File: src/rtl/mfda_sense_pkg.sv
// Shared definitions for the microfluidic sensing blocks: default widths and
// the outlet front detector state encoding.
package mfda_sense_pkg;

    localparam int DEF_SAMPLE_W  = 12;
    localparam int DEF_TIME_W    = 24;
    localparam int DEF_CONFIRM_N = 4;
    localparam int CNT_W         = 4;

    typedef enum logic [1:0] {
        ST_IDLE    = 2'd0,
        ST_WAIT    = 2'd1,
        ST_CONFIRM = 2'd2,
        ST_REPORT  = 2'd3
    } front_state_e;

endpackage

File: src/rtl/mfda_sat_counter.sv
// Up-counter that sticks at all-ones; clr has priority over en.
module mfda_sat_counter #(
    parameter int W = 24
) (
    input  logic         clk,
    input  logic         rst,
    input  logic         clr,
    input  logic         en,
    output logic [W-1:0] count
);
    logic [W-1:0] count_q;
    logic [W-1:0] count_d;

    always_comb begin
        count_d = count_q;
        if (clr) begin
            count_d = '0;
        end else if (en && (count_q != '1)) begin
            count_d = count_q + W'(1);
        end
    end

    always_ff @(posedge clk) begin
        if (rst) begin
            count_q <= '0;
        end else begin
            count_q <= count_d;
        end
    end

    assign count = count_q;
endmodule

File: src/rtl/outlet_front_detector.sv
// Measures fluid-front transit time from start to CONFIRM_N consecutive above-threshold
// outlet samples, with optional timeout. Define OUTLET_FRONT_DETECTOR_PEAK_EN to add rpt_peak.
module outlet_front_detector
    import mfda_sense_pkg::*;
#(
    parameter int SAMPLE_W  = DEF_SAMPLE_W,
    parameter int TIME_W    = DEF_TIME_W,
    parameter int CONFIRM_N = DEF_CONFIRM_N
) (
    input  logic                clk,
    input  logic                rst,
    input  logic                start,
    input  logic                sample_valid,
    input  logic [SAMPLE_W-1:0] sample,
    input  logic [SAMPLE_W-1:0] threshold,
    input  logic [TIME_W-1:0]   timeout,
    output logic                busy,
    output logic                rpt_valid,
    input  logic                rpt_ready,
    output logic [TIME_W-1:0]   rpt_time,
    output logic                rpt_timeout
`ifdef OUTLET_FRONT_DETECTOR_PEAK_EN
    ,
    output logic [SAMPLE_W-1:0] rpt_peak
`endif
);
    localparam logic [CNT_W-1:0] CONFIRM_LAST = CNT_W'(CONFIRM_N);

    front_state_e        state_q, state_d;
    logic [SAMPLE_W-1:0] thr_q, thr_d;
    logic [TIME_W-1:0]   tmo_q, tmo_d;
    logic [TIME_W-1:0]   arrival_q, arrival_d;
    logic [CNT_W-1:0]    count_q, count_d;
    logic [TIME_W-1:0]   rpt_time_q, rpt_time_d;
    logic                rpt_timeout_q, rpt_timeout_d;

    logic [TIME_W-1:0]   timer;
    logic                timer_clr, timer_en;
    logic                above, tmo_hit, take_start, confirm_done;
    logic [CNT_W-1:0]    count_inc;

    mfda_sat_counter #(.W(TIME_W)) u_timer (
        .clk   (clk),
        .rst   (rst),
        .clr   (timer_clr),
        .en    (timer_en),
        .count (timer)
    );

    assign above      = sample_valid && (sample >= thr_q);
    assign tmo_hit    = (tmo_q != '0) && (timer == tmo_q);
    assign take_start = (state_q == ST_IDLE) && start;
    assign count_inc  = count_q + CNT_W'(1);

    always_comb begin
        state_d       = state_q;
        thr_d         = thr_q;
        tmo_d         = tmo_q;
        arrival_d     = arrival_q;
        count_d       = count_q;
        rpt_time_d    = rpt_time_q;
        rpt_timeout_d = rpt_timeout_q;
        timer_clr     = 1'b0;
        timer_en      = 1'b0;
        confirm_done  = 1'b0;
        case (state_q)
            ST_IDLE: begin
                if (start) begin
                    thr_d     = threshold;
                    tmo_d     = timeout;
                    arrival_d = '0;
                    count_d   = '0;
                    timer_clr = 1'b1;
                    state_d   = ST_WAIT;
                end
            end
            ST_WAIT, ST_CONFIRM: begin
                timer_en = 1'b1;
                if (above) begin
                    if (state_q == ST_WAIT) begin
                        arrival_d    = timer;
                        count_d      = CNT_W'(1);
                        state_d      = ST_CONFIRM;
                        confirm_done = (CONFIRM_LAST == CNT_W'(1));
                    end else begin
                        count_d      = count_inc;
                        confirm_done = (count_inc == CONFIRM_LAST);
                    end
                end else if (sample_valid && (state_q == ST_CONFIRM)) begin
                    count_d = '0;
                    state_d = ST_WAIT;
                end
                // A completed confirmation outranks a coincident timeout.
                if (confirm_done) begin
                    state_d       = ST_REPORT;
                    rpt_time_d    = (state_q == ST_WAIT) ? timer : arrival_q;
                    rpt_timeout_d = 1'b0;
                end else if (tmo_hit) begin
                    state_d       = ST_REPORT;
                    rpt_time_d    = tmo_q;
                    rpt_timeout_d = 1'b1;
                end
            end
            ST_REPORT: begin
                if (rpt_ready) begin
                    state_d = ST_IDLE;
                end
            end
            default: state_d = ST_IDLE;
        endcase
    end

    always_ff @(posedge clk) begin
        if (rst) begin
            state_q       <= ST_IDLE;
            thr_q         <= '0;
            tmo_q         <= '0;
            arrival_q     <= '0;
            count_q       <= '0;
            rpt_time_q    <= '0;
            rpt_timeout_q <= 1'b0;
        end else begin
            state_q       <= state_d;
            thr_q         <= thr_d;
            tmo_q         <= tmo_d;
            arrival_q     <= arrival_d;
            count_q       <= count_d;
            rpt_time_q    <= rpt_time_d;
            rpt_timeout_q <= rpt_timeout_d;
        end
    end

`ifdef OUTLET_FRONT_DETECTOR_PEAK_EN
    logic [SAMPLE_W-1:0] peak_q, peak_d;

    // Peak only tracks while measuring, so it is frozen for the whole report.
    always_comb begin
        peak_d = peak_q;
        if (take_start) begin
            peak_d = '0;
        end else if (((state_q == ST_WAIT) || (state_q == ST_CONFIRM)) && sample_valid && (sample > peak_q)) begin
            peak_d = sample;
        end
    end

    always_ff @(posedge clk) begin
        if (rst) begin
            peak_q <= '0;
        end else begin
            peak_q <= peak_d;
        end
    end

    assign rpt_peak = peak_q;
`endif

    assign busy        = (state_q != ST_IDLE);
    assign rpt_valid   = (state_q == ST_REPORT);
    assign rpt_time    = rpt_time_q;
    assign rpt_timeout = rpt_timeout_q;
endmodule

File: config.mk
export PLATFORM = sky130hd
export DESIGN_NAME = outlet_front_detector
export DESIGN_NICKNAME = d
export VERILOG_FILES = /design/src/rtl/mfda_sense_pkg.sv /design/src/rtl/mfda_sat_counter.sv /design/src/rtl/outlet_front_detector.sv
export SDC_FILE = /design/constraint.sdc
export NUM_CORES = 1
export LEC_CHECK = 0
export CORE_MARGIN = 2
export CORE_UTILIZATION = 58
export CTS_BUF_LIST = sky130_fd_sc_hd__clkbuf_8 sky130_fd_sc_hd__clkbuf_16
export CTS_CLUSTER_DIAMETER = 50
export DETAILED_ROUTE_END_ITERATION = 12
export PLACE_DENSITY = 0.86
export REMOVE_ABC_BUFFERS = 1
export SYNTH_ARGS = -nofsm -noshare
export SYNTH_HDL_FRONTEND = slang
export SYNTH_SLANG_ARGS = --single-unit
export TNS_END_PERCENT = 30
File: constraint.sdc
create_clock -name clk -period 3.9 [get_ports clk]
set_input_delay 0.78 -clock clk [delete_from_list [all_inputs] [get_ports clk]]
set_output_delay 0.78 -clock clk [all_outputs]
set_load 0.05 [all_outputs]
After elaboration in Yosys (flattened, before gate mapping)
Cells that the tools add are included.

word-level totals
  register bits after elaboration = 115
  bits in latches = 0
  RAM bits = 0
  ROM bits = 0
  logic and storage cells = 66
  memories kept = 0

operators by class
  $add $sub $neg = 2
  $mul = 0
  div/mod/pow operators = 0
  magnitude comparators = 1
  equal/unequal tests = 12
  shifts and indexed selects = 0
  multiplexer cells = 27
  bitwise logic cells = 0
  reductions and logical operators = 16

operators with widths
  cell                                           count
  two-way mux 24 bit                             5
  case mux 24 bit (2 select lines)               1
  adder 24 x 1 -> 24 bit, second input constant  1
  == test 24 bit                                 1
  != test 24 bit, second input constant          1
  nonzero test 24 bit                            1
  two-way mux 4 bit                              4
  two-way mux 2 bit                              7
  >= comparator 12 bit                           1
  != test 5 bit, second input constant           2
  two-way mux 1 bit                              8
  case mux 4 bit (2 select lines)                1
  case mux 2 bit (3 select lines)                1
  AND reduction 3 bit                            2
  nonzero test 2 bit                             3
  adder 4 x 1 -> 4 bit, second input constant    1
  == test 2 bit, second input constant           2
  == test 4 x 3 -> 1 bit, second input constant  1
  logical AND 1 bit                              4
  != test 2 bit, second input constant           2
  AND reduction 2 bit                            2
  AND reduction 4 bit                            1
  OR reduction 2 bit                             2
  != test 3 bit, second input constant           1
  other kinds (3)                                3

Longest topological paths before layout
Gate-level depths: netlist of the first run.

  word-level depth = 7
  gate-level depth with buffers = 10

Hierarchy
A second synthesis of the first run with hierarchy kept.

unflattened totals
  cell total of the unflattened synthesis = 708
  area total of the unflattened synthesis = 5859.4 µm²

by module, submodules not included
  module                 instances  cells an instance  area each (µm²)  seq. area each (µm²)
  outlet_front_detector  1          560                4635.7           1821.7
  mfda_sat_counter       1          148                1223.7           480.5

Worst setup path before layout of the first run
Ideal clock, no wire load.

  path type = in2reg
  start = in sample[2]
  end = reg state_q[1]
  setup time = 0.121 ns
  arrival time = 2.466 ns
  setup slack = 1.313 ns
  cell stages on the path = 8
  cells stage by stage = ha_1 -> a21oi_1 -> o21ai_0 -> a221oi_1 -> o21ai_0 -> mux2i_1 -> a2bb2oi_1 -> mux2_2

on the way
  cells in the longest elaborated chain, start to end = 6
  elaborated cells on any way between the ends = 11
  classes of those cells = order compare (1); eq/ne (2); mux (6); reduce/logical (2)

ends and longest elaborated chain
  what                                                                              line                                                      RTL
  start: declaration                                                                outlet_front_detector.sv:14                               input logic [SAMPLE_W-1:0] sample,
  >= comparator 12 bit (*)                                                          outlet_front_detector.sv:50                               assign above = sample_valid && (sample >= thr_q);
  logical AND 1 bit (*)                                                             outlet_front_detector.sv:50
  two-way mux 1 bit or two-way mux 2 bit (tied branches)                            outlet_front_detector.sv:79                               if (above) begin
  two-way mux 1 bit or two-way mux 2 bit (tied branches)                            outlet_front_detector.sv:66, outlet_front_detector.sv:98
  != test 5 bit (no line) or two-way mux 2 bit (tied branches)                      n/a
  AND reduction 4 bit (no line) or case mux 2 bit (3 select lines) (tied branches)  n/a
  end signal: assignment                                                            outlet_front_detector.sv:123                              state_q <= state_d;
  end: declaration                                                                  outlet_front_detector.sv:29                               front_state_e state_q, state_d;

Every way passes the cells marked *; elsewhere a longest branch is shown, timed or not. The select of a mux whose other input is x is not followed.
A chain may end at the register's enable or synchronous reset.

Worst setup path in the final report of the first run
  start = in sample[0]
  end = reg rpt_time_q[19] (netlist: rpt_time[19])

on the way
  cells in the longest elaborated chain, start to end = 6
  elaborated cells on any way between the ends = 7
  classes of those cells = order compare (1); mux (3); reduce/logical (3)

ends and longest elaborated chain
  what                           line                          RTL
  >= comparator 12 bit (*)       outlet_front_detector.sv:50
  logical AND 1 bit (*)          outlet_front_detector.sv:50
  two-way mux 1 bit (*)          outlet_front_detector.sv:79
  two-way mux 1 bit (*)          outlet_front_detector.sv:66   case (state_q)
  nonzero test 2 bit (no line)   n/a
  AND reduction 2 bit (no line)  n/a
  end signal: assignment         outlet_front_detector.sv:128  rpt_time_q <= rpt_time_d;
  end: declaration               outlet_front_detector.sv:34   logic [TIME_W-1:0] rpt_time_q, rpt_time_d;

Marks and branches as above.

==> results.md, run 1 <==
- Crit Path Class: primary input to flop
- WL/cell: about 17 µm
- Row count: 34
- Min Clock Period, post-route: between 3 and 4 ns
- Vias in the first global route: about 5.1k
- Metal3 WL: 979 µm
- Hold Buf Count CTS: 0
- Post-synthesis sequential area ratio: 43.29%
- Worst setup margin: 0.7167 ns
- Placeable core area: 8806 µm²
- Buffers on Ports: 79
- DRC: 0
- Synth area leader: dfxtp_1
- Placed cells: 799
- Fmax: 314.1 MHz
- Largest family of logic cells by synthesized area: simple AND/OR/NAND/NOR gates
- Most frequent cell after synthesis: nand2_1
- Max Cap Viol: 0
- Cell Count, Final, Fillers Out: 831
- Synth area leaders: dfxtp_1 43%, nand2_1 10%, a21oi_1 4.7%
- Max FO, Critical Path: 26
- Number of synthesized register bits: 115
- Gpl congestion: 0.9693
- Worst Path Arrival: 3.63 ns
- # IOs: 80
- Die height: 99.75 µm
- Setup TNS: 0 ns
- Grt ovf: 0
- Synth unique cells: 55
- DRT iter0 DRCs: 286
- Synth Instances: 641
- Longest Clk Path Bufs: 2
- Drt first pass iters: 7
- Htree depth: 4
- Final setup fails: 0
- CTS Buf Count: 17
- FFs w/ async S/R, synth: 0%
- Kind of end point of the critical path: flop
- Highest routed layer: met4
- Hold slack final: between 0.4 and 0.5 ns
- Worst vdd ir: approximately 0.42 mV
- Clk root buf: clkbuf_8
- P&R area growth vs syn: 26.40%
- DRT Wirelength: 14270 µm
- Mux cell area share after synthesis: 0.9647%
- Dpl ws: 0.2736 ns
- Max Clock Skew: roughly 0.0077 ns
- Yosys warning count: 0
- Worst slew margin: 41.02%
- Critical Path Start Type: primary input
- PD cells: 554.1 nW/µm²
- Complex-gate fraction of the synthesized area: 17.81%
- Metal-1 WL: 5857 µm
- Syn Area/Cell: 8.296 µm²
- Fraction of layout instances using a drive strength above 1: 7.884%
- Post-synthesis simple-gate area fraction: 21.25%
- Hpwl dp: ~9300 µm
- Yosys top cell area share: a little over two fifths
- CTS tree: done
- Global-route wire length before repair: 24050 µm
- Hold WC Path Type: flop to flop
- Slew of the pin with the lowest slew margin: 0.8825 ns
- EDFF count, synth: 0
- RSZ-0062 raised after global routing: false
- CTS resizes: 0
- Critical path data required time: 4.34 ns
- Sink Count: 115
- Antenna violations before repair: 0
- Diodes inserted: 0
- Clock transition at the registers of the reported paths: 0.06 ns
- Vias: 4997
- Top cells by count, synth: 147 x nand2_1, 115 x dfxtp_1, 50 x a21oi_1, 36 x nor2_1, 28 x o21ai_0
- Status: finished, final reports clean
- Top FF cell, synth: dfxtp_1
- DR vias/cell: 6.013
- Post-Syn Area: 5318 µm²
- Largest net degree at the start of global routing: 46
- All-layer global routing usage: a little under a third
- Antenna-violating nets left: 0
- Static Leak: around 2.5 nW
- Final Max Tran Viols: 0
- XOR/XNOR Fraction of Synth Area: ~7.4%
- Final Hold Vio Count: 0
- Initial Util: 60.39%
- Final period utilization: 81.62%
- Worst-Skew Late Latency: roughly 0.52 ns
- Post-Synth Adder-Cell Area: 4.471%
- Fill count: approximately 600
- Detail Route met2 WL: about 7100 µm
- R2r setup slk: 0.97 ns
- Die width: 99.75 µm
- Fin nets: 782
- Post-CTS setup buffers: 0
- Die area: 9950 µm²
==> cell families after synthesis <==
kind of cell | after synthesis
AO/OA/AOI/OAI | 149
XOR/XNOR | 45
adder cells (fa/ha/maj) | 19
buffers and inverters | 63
flip-flops | 115
multiplexers | 5
AND/OR/NAND/NOR | 245
==> final cells by class <==
cell class | instances | area (µm²) | share of cell area (%)
repair buffers | 89 | 860.8 | 12.81
inverters | 24 | 90.09 | 1.340
clock buffers | 18 | 427.9 | 6.366
well taps | 108 | 135.1 | 2.010
clock inverters | 14 | 138.9 | 2.066
flip-flops and latches | 115 | 2302 | 34.25
multi-input cells | 463 | 2766 | 41.16
==> cell usage in the layout (no fill, tap or decap), types with 3 or more instances in the layout <==
cell type        instances
nand2_1                147
dfxtp_1                115
clkdlybuf4s50_1         78
a21oi_1                 50
nor2_1                  36
o21ai_0                 28
inv_1                   25
xnor2_1                 24
a31oi_1                 24
a22o_1                  24
xor2_1                  21
ha_1                    19
clkbuf_16               16
nand4_1                 14
nor4_1                  10
buf_4                   10
nand3_1                  8
nor3_1                   5
clkinv_2                 5
mux2i_1                  4
and4_1                   3
clkinv_4                 3
==> state kept, by name (all words and copies together) (netlist names) <==
register       count
u_timer.count     24
tmo_q             24
state_q            2
rpt_timeout        1
arrival_q         24
thr_q             12
rpt_time          24
count_q            4
==> metrics by stage <==
| stage | instance area [µm²] | utilization (%) | power, mW |
|---|---|---|---|
| floorplan | 5152 | - | 1.932 |
| global placement | 6155 | 69.89 | 2.212 |
| detailed placement | 6155 | 69.89 | 2.245 |
| CTS | 6721 | 76.33 | 3.723 |
| global route | 6721 | 76.33 | 3.879 |
| finish | 6721 | 76.33 | 3.725 |
==> final timing paths <==
kind,from,end,cells after the start
setup / recovery,sample[0],rpt_time[19]$_SDFFE_PP0P_,11
hold / removal,thr_q[1]$_SDFFE_PP0P_,thr_q[1]$_SDFFE_PP0P_,2
setup reg to reg,u_timer.count[23]$_SDFFE_PP0P_,rpt_time[19]$_SDFFE_PP0P_,8
hold reg to reg,thr_q[1]$_SDFFE_PP0P_,thr_q[1]$_SDFFE_PP0P_,2
==> routing by layer <==
metal	GRT usage [%]	vias to the layer above
li1	-	2356
met4	13.28	0
met1	35.29	2398
met5	0	-
met2	53.01	197
met3	8.082	46
==> power by group <==
group / internal, mW / switching, mW
Combinational: 0.317 / 0.556
Sequential: 1.27 / 0.101
Clock: 0.920 / 0.561
Total: 2.51 / 1.22
==> worst max-delay path, cell delays in order <==
cell and delay (ns):
clkdlybuf4s50_1 0.46, inv_1 0.04, ha_1 0.18, nor2b_1 0.12
o21ai_0 0.24, a221o_1 0.26, a2bb2oi_1 0.16, o22ai_2 0.67
buf_4 0.39, o21ai_0 0.15, a31oi_1 0.17
Note: power is estimated with default switching activity, not from simulation.
==> run 2: changes to the inputs <==
Settings changed: CORE_UTILIZATION 58 to 54, PLACE_DENSITY 0.86 to 0.81.
Clock period 3.9 ns to 3.2 ns, I/O delays scaled along.
==> results.md, run 2 (synthesis results as in run 1) <==
- CTS resizes: 0 (unchanged)
- Die height: 103.2 µm (was 99.75 µm)
- Row count: 36 (was 34)
- WL/cell: 16.11 µm (was 17.17 µm)
- CP delay by family, top: buffers and inverters (was compound AO/OA/AOI/OAI gates)
- Drt first pass iters: 5 (was 7)
- Metal-1 WL: 6078 µm (was 5857 µm)
- Worst path slowest cell: clkdlybuf4s50_1 (was o22ai_2)
- Die area: 10660 µm² (was 9950 µm²)
- Worst R2R Start: count_q[0]$_SDFFE_PP0P_ (was u_timer.count[23]$_SDFFE_PP0P_)
- Status: finished, final reports clean (unchanged)
- CTS Buf Count: 17 (unchanged)
- Largest net degree at the start of global routing: 49 (was 46)
- Sink Count: 115 (unchanged)
- Worst slew margin: 58.16% (was 41.02%)
- Htree depth: 4 (unchanged)
- Highest routed layer: met4 (unchanged)
- Dpl ws: 0.1119 ns (was 0.2736 ns)
- Max Cap Viol: 0 (unchanged)
- DR vias/cell: 5.624 (was 6.013)
- Worst setup margin: 0.4272 ns (was 0.7167 ns)
- DRC: 0 (unchanged)
- Tot Pwr: 4.642 mW (was 3.725 mW)
- Comb pwr share: 23.6% (was 23.4%)
- RSZ-0062 raised after global routing: false (unchanged)
- Antenna-violating nets left: 0 (unchanged)
- Worst Hold End: thr_q[10]$_SDFFE_PP0P_ (was thr_q[1]$_SDFFE_PP0P_)
- Fin nets: 786 (was 782)
- Metal3 WL: 635 µm (was 979 µm)
- Crit path top cell by count: inv_1 (was o21ai_0)
- Area of the multi-input gates: 2766 µm² (unchanged)
- Hold path start: thr_q[10]$_SDFFE_PP0P_ (was thr_q[1]$_SDFFE_PP0P_)
- CP peak stage delay: 0.80 ns (was 0.67 ns)
- Diodes inserted: 0 (unchanged)
- Setup TNS: 0 ns (unchanged)
- DRT iter0 DRCs: 194 (was 286)
- Hold path depth: 2 (unchanged)
- Worst-Skew Late Latency: 0.50 ns (was 0.52 ns)
- Vias in the first global route: 4752 (was 5140)
- Sequential standard cell area: 2302 µm² (unchanged)
- Max FO, Critical Path: 4 (was 26)
- Hpwl dp: 9225 µm (was 9302 µm)
- Hold slack final: 0.4534 ns (was 0.4594 ns)
- Placeable core area: 9684 µm² (was 8806 µm²)
- FF-to-FF End: state_q[1]$_SDFFE_PP0P_ (was rpt_time[19]$_SDFFE_PP0P_)
- CP bufs+invs: 3 (unchanged)
- Clk root buf: clkbuf_8 (unchanged)
- Fraction of layout instances using a drive strength above 1: 7.989% (was 7.884%)
- Grt ovf: 0 (unchanged)
- Crit-path cells: inv_1 > ha_1 > inv_1 > clkdlybuf4s50_1 (was clkdlybuf4s50_1 > inv_1 > ha_1 > nor2b_1 > o21ai_0 > a221o_1 > a2bb2oi_1 > o22ai_2 > buf_4 > o21ai_0 > a31oi_1)
- Final setup fails: 0 (unchanged)
- Gpl congestion: 0.9199 (was 0.9693)
- All-layer global routing usage: 27.28% (was 30.49%)
- Post-CTS setup buffers: 0 (unchanged)
- Final Cell Area: 6850 µm² (was 6721 µm²)
- Die width: 103.2 µm (was 99.75 µm)
- Sw Ratio: 31.17% (was 32.71%)
- Fmax: around 360 MHz
- Antenna violations before repair: 0 (unchanged)
- Worst reg-to-reg path cell count: 8 (unchanged)
- Slew of the pin with the lowest slew margin: 0.6211 ns (was 0.8825 ns)
- Psw: 1.447 mW (was 1.218 mW)
- DRT Wirelength: 13840 µm (was 14270 µm)
- Critical path data required time: 2.56 ns (was 4.34 ns)
- Final Hold Vio Count: 0 (unchanged)
- Cell Count, Final, Fillers Out: 859 (was 831)
- Post-Route Utilization: 70.74% (was 76.33%)
- Hold WC Path Type: flop to flop (unchanged)
- Final Max Tran Viols: 0 (unchanged)
- Initial Util: 54.91% (was 60.39%)
- Most frequent cells in the layout: 147 x nand2_1, 115 x dfxtp_1, 79 x clkdlybuf4s50_1 (was 147 x nand2_1, 115 x dfxtp_1, 78 x clkdlybuf4s50_1)
- Kind of end point of the critical path: primary output (was flop)
- Crit Path Class: flop to primary output (was primary input to flop)
- Clk pwr share: 40.5% (was 39.8%)
- Placed cells: 828 (was 799)
- Max Clock Skew: 0.006132 ns (was 0.007678 ns)
- Min Clock Period, post-route: approximately 2.8 ns
- Final period utilization: a little under 90%
- Static Leak: 2.522 nW (was 2.480 nW)
- Global-route wire length before repair: 22280 µm (was 24050 µm)
- PD cells: 677.6 nW/µm² (was 554.1 nW/µm²)
- Fill count: 755 (was 607)
- P&R area growth vs syn: 28.82% (was 26.40%)
- Vias: 4831 (was 4997)
- Clock transition at the registers of the reported paths: 0.06 ns (about the same)
- Commonest non-fill, non-tap cell in the layout: nand2_1 (unchanged)
- Detail Route met2 WL: 6848 µm (was 7073 µm)
- Longest Clk Path Bufs: 2 (unchanged)
- Hold Buf Count CTS: 0 (unchanged)
- CTS tree: done (unchanged)
- # IOs: 80 (unchanged)
- DP Area: 6259 µm² (was 6155 µm²)
- R2r setup slk: 0.70 ns (was 0.97 ns)
- Worst Path Arrival: 2.13 ns (was 3.63 ns)
- Seq pwr share: 35.9% (was 36.8%)
- Critical Path Start Type: flop (was primary input)
- Worst vdd ir: 0.5301 mV (was 0.4153 mV)
- Pint: 3.195 mW (was 2.506 mW)
- Buffers on Ports: 79 (unchanged)
run 2: cell count changes in the layout (fill, tap and decap cells not counted), sizes merged:
cell	change
clkdlybuf4s50	+1
clkbuf	+2
buf	+3
bufinv	+1
clkinv	-4
run 2: worst max-delay path by stage:
stage	start	endpoint	slack [ns]	cells after the start
final	state_q[0]$_SDFFE_PP0P_	busy	0.43	4
after detailed placement	sample[2]	state_q[1]$_SDFFE_PP0P_	0.11	9
after CTS	state_q[0]$_SDFFE_PP0P_	busy	0.42	4
after floorplan	sample[10]	rpt_time[0]$_SDFFE_PP0P_	-0.20	8
after global placement	sample[0]	state_q[1]$_SDFFE_PP0P_	0.21	10
after global routing	state_q[0]$_SDFFE_PP0P_	busy	0.34	4
run 2: cell type report:
class                      instances  area share, %
tap                              133          2.429
multi-input combinational        463          40.38
clock inverter                    11          1.991
clock buffer                      20          6.648
sequential                       115          33.61
timing repair buffer              93          13.63
inverter                          24          1.315
run 2: routing by layer:
| layer | vias up | GRT usage, % |
|---|---|---|
| met3 | 26 | 6.183 |
| met5 | - | 0 |
| li1 | 2361 | - |
| met4 | 0 | 10.12 |
| met1 | 2282 | 33.01 |
| met2 | 162 | 47.50 |
run 2: power groups by stage:
stage / combinational, mW / clock, mW / sequential [mW]
2_1_floorplan: 0.599 / 0 / 1.76
3_3_place_gp: 1.05 / 0 / 1.69
3_5_place_dp: 1.08 / 0 / 1.69
4_1_cts: 1.09 / 1.89 / 1.67
5_1_grt: 1.20 / 1.96 / 1.68
6_report: 1.10 / 1.88 / 1.67
run 2: tightest hold or removal path, delay by kind of cell (launching register included):
kind               cells  cell delay, ns
AOI/OAI and AO/OA      1            0.05
DFF                    1            0.30
and+or+nand+nor        1            0.05
